**src/rtl/logic_unit_pipe.sv**
```systemverilog
// Registered bitwise logic unit with valid/ready handshake, 2-entry result buffer and accumulate mode.
// Latency 1 cycle from push to out_valid; in_ready depends only on registered state, never on out_ready.
module logic_unit_pipe #(
    parameter int WIDTH = 8
) (
    input  logic             clk,
    input  logic             rst,
    input  logic             in_valid,
    output logic             in_ready,
    input  logic [2:0]       in_op,
    input  logic             in_acc,
    input  logic [WIDTH-1:0] in_a,
    input  logic [WIDTH-1:0] in_b,
    output logic             out_valid,
    input  logic             out_ready,
    output logic [WIDTH-1:0] out_res,
    output logic             out_par
);

    logic [WIDTH-1:0] mem [2];
    logic             wr_ptr;
    logic             rd_ptr;
    logic [1:0]       count;
    logic [WIDTH-1:0] acc;
    logic             run;
    logic [WIDTH-1:0] opb;
    logic [WIDTH-1:0] res;
    logic             push;
    logic             pop;

    // run holds in_ready low during reset and until the first clock after release
    assign in_ready  = run && (count != 2'd2);
    assign out_valid = (count != 2'd0);
    assign push      = in_valid && in_ready;
    assign pop       = out_valid && out_ready;

    always_comb begin
        opb = in_acc ? acc : in_b;
        res = '0;
        case (in_op)
            3'b000:  res = in_a & opb;
            3'b001:  res = in_a | opb;
            3'b010:  res = ~in_a;
            3'b011:  res = ~(in_a & opb);
            3'b100:  res = ~(in_a | opb);
            3'b101:  res = in_a ^ opb;
            3'b110:  res = ~(in_a ^ opb);
            default: res = in_a;
        endcase
    end

    always_ff @(posedge clk or posedge rst) begin
        if (rst) begin
            mem[0] <= '0;
            mem[1] <= '0;
            wr_ptr <= 1'b0;
            rd_ptr <= 1'b0;
            count  <= 2'd0;
            acc    <= '0;
            run    <= 1'b0;
        end else begin
            run <= 1'b1;
            if (push) begin
                mem[wr_ptr] <= res;
                wr_ptr      <= ~wr_ptr;
                acc         <= res;
            end
            if (pop) begin
                rd_ptr <= ~rd_ptr;
            end
            if (push && !pop) begin
                count <= count + 2'd1;
            end else if (pop && !push) begin
                count <= count - 2'd1;
            end
        end
    end

    assign out_res = out_valid ? mem[rd_ptr] : '0;
    assign out_par = ^out_res;

endmodule

```
**config.mk**
```make
export PLATFORM = sky130hd
export DESIGN_NAME = logic_unit_pipe
export DESIGN_NICKNAME = d
export VERILOG_FILES = /design/src/rtl/logic_unit_pipe.sv
export SDC_FILE = /design/constraint.sdc
export NUM_CORES = 1
export LEC_CHECK = 0
export BUFFER_PORTS_ARGS = -buffer_cell sky130_fd_sc_hd__buf_2
export CAP_MARGIN = 10
export CORE_MARGIN = 2
export CORE_UTILIZATION = 40
export DETAILED_ROUTE_END_ITERATION = 8
export GPL_ROUTABILITY_DRIVEN = 0
export GPL_TIMING_DRIVEN = 0
export SYNTH_ARGS = -nofsm -noshare
export SYNTH_HDL_FRONTEND = slang
export SYNTH_SLANG_ARGS = --single-unit
```
**constraint.sdc**
```tcl
create_clock -name clk -period 2.1 [get_ports clk]
set_clock_uncertainty 0.2 [all_clocks]
set_input_delay 0.21 -clock clk [delete_from_list [all_inputs] [get_ports clk]]
set_output_delay 0.21 -clock clk [all_outputs]
set_load 0.03 [all_outputs]
```
# After elaboration in Yosys (flattened, before gate mapping)
# Cells that the tools add are included.
# Widths: inputs -> output; s select.
[totals]
register_bits = 29
out_inout_bits = 11
[op_classes]
n_addsub = 2
n_lt_le_gt_ge = 3
n_eq_ne = 7
n_mux = 11
bitwise_logic = 11
reduce_logical = 12
[op_table]
columns = ["op", "count"]
rows = [
  ["$pmux 8 s7", 1],
  ["$mux 8", 6],
  ["$not 8->8", 4],
  ["$bwmux 16", 1],
  ["$eq 3x3->1 const B", 3],
  ["$and 8x8->8", 1],
  ["$demux 8 s1", 1],
  ["$or 8x8->8", 1],
  ["$reduce_xor 8->1", 1],
  ["$xor 8x8->8", 1],
  ["$eq 3x2->1 const B", 2],
  ["$logic_and 1x1->1", 6],
  ["$ge 2x2->1 const B", 2],
  ["$mux 2", 2],
  ["$not 1->2", 2],
  ["$reduce_bool 2->1", 2],
  ["$eq 3x1->1 const B", 1],
  ["$logic_not 3->1", 1],
  ["$add 2x1->2 const B", 1],
  ["$logic_not 1->1", 2],
  ["$lt 2x1->1 const B", 1],
  ["$ne 2x2->1 const B", 1],
  ["$not 1->1", 2],
  ["$sub 2x1->2 const B", 1],
]

# Depth between registers and ports, before layout
[logic_depth]
depth_word = 7
ltp_mapped = 9

# Least setup slack after synthesis
# Ideal clock, no wire load.
[synth_path]
kind = "register to output"
startpoint = "register rd_ptr"
endpoint = "output port out_par"
arrival_time_ns = 1.984
t_required_ns = 1.690
setup_slack_ns = -0.294
path_stages_with_launch = 7
n_path_buf = 1
path_cell_list = "dfrtp_1 > buf_6 > mux2i_1 > nor2_1 > xnor2_1 > xnor2_1 > xnor2_1"
[synth_via]
elab_chain_cells = 6
[synth_rtl]
columns = ["element", "line_no", "source"]
rows = [
  ["from (decl)", "22", "logic rd_ptr;"],
  ["from (signal assigned)", "69", "rd_ptr <= ~rd_ptr;"],
  ["$not 1->2 (not written as such)", "79", "assign out_res = out_valid ? mem[rd_ptr] : '0;"],
  ["$mux 8 (not written as such) (3 in series)", "79", ""],
  ["$mux 8", "79", ""],
  ["via out_res[6]", "16", "output logic [WIDTH-1:0] out_res,"],
  ["$reduce_xor 8->1", "80", "assign out_par = ^out_res;"],
  ["to (decl)", "17", "output logic out_par"],
]
# The timed path passes the listed nets, and every way through them passes these cells. The select of a mux whose other input is x is not followed.

# Worst setup path after layout
[layout_path]
startpoint = "register rd_ptr"
endpoint = "output port out_par"
[layout_via]
elab_chain_cells = 6
[layout_rtl]
columns = ["element", "line_no"]
rows = [
  ["$not 1->2 (not written as such)", "79"],
  ["$mux 8 (not written as such) (3 in series)", "79"],
  ["$mux 8", "79"],
  ["$reduce_xor 8->1", "80"],
]
# No other way between the ends. The select of a mux whose other input is x is not followed.

==> summary.txt <==
Outcome: finished, violations left
Failing checks: negative setup slack
Register bit count reported by yosys: 29
Initial drt markers: 142
Height of the die: 80.2 um
DIE WIDTH: 80.2 um
Vias: 1,946
TritonCTS clock tree: built
Antenna-violating nets left: 0
DRC: 0
Unrepaired setup endpoints after global routing: true
Clk_lat worst skew: 280 ps
Cell Area, Synth: 2320 sq um
Sw power: 0.00182 W
Storage cell area: 727 sq um
Cell taking the most area after synthesis: dfrtp_1
Cts bufs inserted: 5
Syn Area/Cell: 9.15 sq um
Clock Path Buffers: 2
Ys flop type: dfrtp_1
Initial Util: 0.417
Ranking of synthesized cells by area: dfrtp_1, ha_1, mux2i_1, xnor2_1, nand2_1
Post-DP HPWL: 3800 um
Clock root buffer: clkbuf_8
Max FO, Critical Path: 4
CP Data Required Time: 1690 ps
Flop pwr share: 0.245
Clock power frac: 0.121
Largest net degree at the start of global routing: 30
Total negative slack: -76.1 ps
CP Launch Type: flop
Internal Power: 0.00240 W
Sequential share of the synthesized area: 0.312
Final Critical Period: 2180 ps
Final #Nets: 347
Worst setup margin: -76.1 ps
Share of flip-flops with an asynchronous set or reset: 1.00
Area occupied by multi-input gates: 1560 sq um
IO buf count: 32
Routed WL per cell: 13.8 um
Core area: 5570 sq um
R2R Setup Slk: 20 ps
Leakage: 1.44 nW
Initial antenna violation count: 0
Crit path capture type: output port
Clock Sinks: 29
Max cap viols: 0
Pre-CTS setup slack: -276 ps
Hold Vio Cnt, Final: 0
PD cells: 1420 nW/um^2
Via-to-Cell Ratio: 5.13
Max-slew violation count: 0
Syn-to-layout area delta: 27.6%
Post-Synthesis Net Count: 295
GRT Total Usage: 0.174
Synthesized netlist cell count: 254
EDFF count, synth: 0
Total gr overflow: 0
Fillers: 510
Share of cells above drive strength 1: 0.349
First-pass GRT wire length: 8710 um
Period Utilization, post-route: 1.04
Clk slew on worst S/H paths: 60 ps
Number of global-route vias before repair: 1,821
Sw frac: 0.431
Final setup violating endpoints: 1
Final WL: 5240 um
ANT cells: 0
I/O pin cnt: 35
VDD IR max: 0.00117 V
Worst min path class: in -> reg
DR pass1 iterations: 4
Max Clock Freq: 0.460 GHz
Die Area: 6440 sq um
Depth of the CTS H-tree: 2
Crit path kind: reg -> out
Post-synth cell types: 41
Combinational share of power: 0.634
Rows: 27
Yosys top cell area share: 0.312
Worst slew margin: 0.652
Synth warnings: 0
Worst-Margin Slew: 520 ps
Arr. time, crit path: 1770 ps
[worst paths after layout]
kind,start,endpoint,cells past startpoint
min in group asynchronous,rst,run$_DFF_PP0_,3
max reg2reg,acc[6]$_DFFE_PP0P_,mem[14]$_DFFE_PP0P_,7
min reg2reg,mem[2]$_DFFE_PP0P_,mem[2]$_DFFE_PP0P_,2
max,rd_ptr$_DFFE_PP0P_,out_par,7
min,out_ready,rd_ptr$_DFFE_PP0P_,3
max in group asynchronous,rst,mem[10]$_DFFE_PP0P_,4
[cell type report]
| cell class | count | share of cell area |
|---|---|---|
| Multi-Input combinational cell | 187 | 0.526 |
| Buffer | 14 | 0.0363 |
| Inverter | 24 | 0.0312 |
| Clock buffer | 7 | 0.0325 |
| Clock inverter | 1 | 0.00169 |
| Sequential cell | 29 | 0.245 |
| Timing Repair Buffer | 45 | 0.0966 |
| Tap cell | 72 | 0.0304 |
[what timing repair did]
action,in CTS,in global routing
hold buffers,0,1
pin swaps,4,15
setup endpoints to repair,6,19
resized for setup,6,37
setup buffers,4,7
hold endpoints to repair,0,29
[state kept, by name, summed over array words and instances (netlist names)]
name and flops:
rd_ptr 1, run 1, wr_ptr 1, mem 16
acc 8, count 2
[power groups by stage]
stage               Combinational (W)  Clock (W)  Sequential, W
finish                        0.00267   0.000509        0.00103
global route                  0.00292   0.000545        0.00107
CTS                           0.00234   0.000521        0.00101
detailed placement            0.00215          0        0.00102
global placement              0.00212          0        0.00101
floorplan                     0.00173          0       0.000967
[Yosys cell counts (4+ instances only)]
| library cell | instances |
|---|---|
| nand2_1 | 24 |
| dfrtp_1 | 29 |
| or2b_1 | 4 |
| a221o_1 | 5 |
| inv_1 | 23 |
| o21ai_1 | 10 |
| nor2b_1 | 4 |
| a21oi_1 | 4 |
| xnor2_1 | 12 |
| ha_1 | 17 |
| o21ai_0 | 15 |
| buf_2 | 4 |
| buf_6 | 4 |
| mux2_2 | 4 |
| nand2b_1 | 5 |
| mux2i_1 | 19 |
| nor2_1 | 20 |
| nor3_1 | 6 |
[kinds of logic (layout without fill, tap and decap cells)]
logic type / count (synthesis) / count (layout) / synth area share
adders and majority gates: 17 / 17 / 0.0915
other: 1 / 1 / 0.00161
buffers and inverters: 38 / 91 / 0.0856
DFF: 29 / 29 / 0.312
and+or+nand+nor: 72 / 72 / 0.145
muxes: 25 / 25 / 0.111
AOI/OAI and AO/OA: 58 / 58 / 0.200
xor gates and xnor gates: 14 / 14 / 0.0527
[routing by layer]
metal | vias to the layer above | track usage | routed length, um
li1 | 980 | - | -
met1 | 932 | 0.241 | 2540
met2 | 29 | 0.278 | 2500
met3 | 5 | 0.0382 | 161
met4 | 0 | 0.0407 | 37
met5 | - | 0 | 0
[worst max-delay path, stage by stage (launching register included)]
cell and delay (ps):
dfrtp_1 370, buf_6 150, mux2i_4 240, nor2_2 70
xnor2_2 220, xnor2_2 150, xnor2_2 130, buf_6 150
[through the flow]
step	area, sq um	total power, W	utilization	hold WS, ps	instances
floorplan	2330	0.00270	-	88.1	254
global placement	2580	0.00313	0.464	262	358
detailed placement	2580	0.00317	0.464	270	358
CTS	2740	0.00388	0.491	27.9	370
global route	2970	0.00453	0.532	63.4	379
finish	2970	0.00421	0.532	45.2	379
[placed cells by master, fill, tap and decap left out, types with 6 or more instances in the layout]
| cell | instances |
|---|---|
| clkbuf_8 | 7 |
| buf_4 | 13 |
| inv_1 | 22 |
| xnor2_1 | 8 |
| o21ai_0 | 8 |
| mux2i_1 | 12 |
| nor3_1 | 6 |
| nor2_1 | 17 |
| buf_2 | 35 |
| mux2i_2 | 6 |
| ha_1 | 15 |
| nand2_1 | 24 |
| dfrtp_1 | 28 |
| o21ai_1 | 14 |
(Power assumes the default switching activity.)
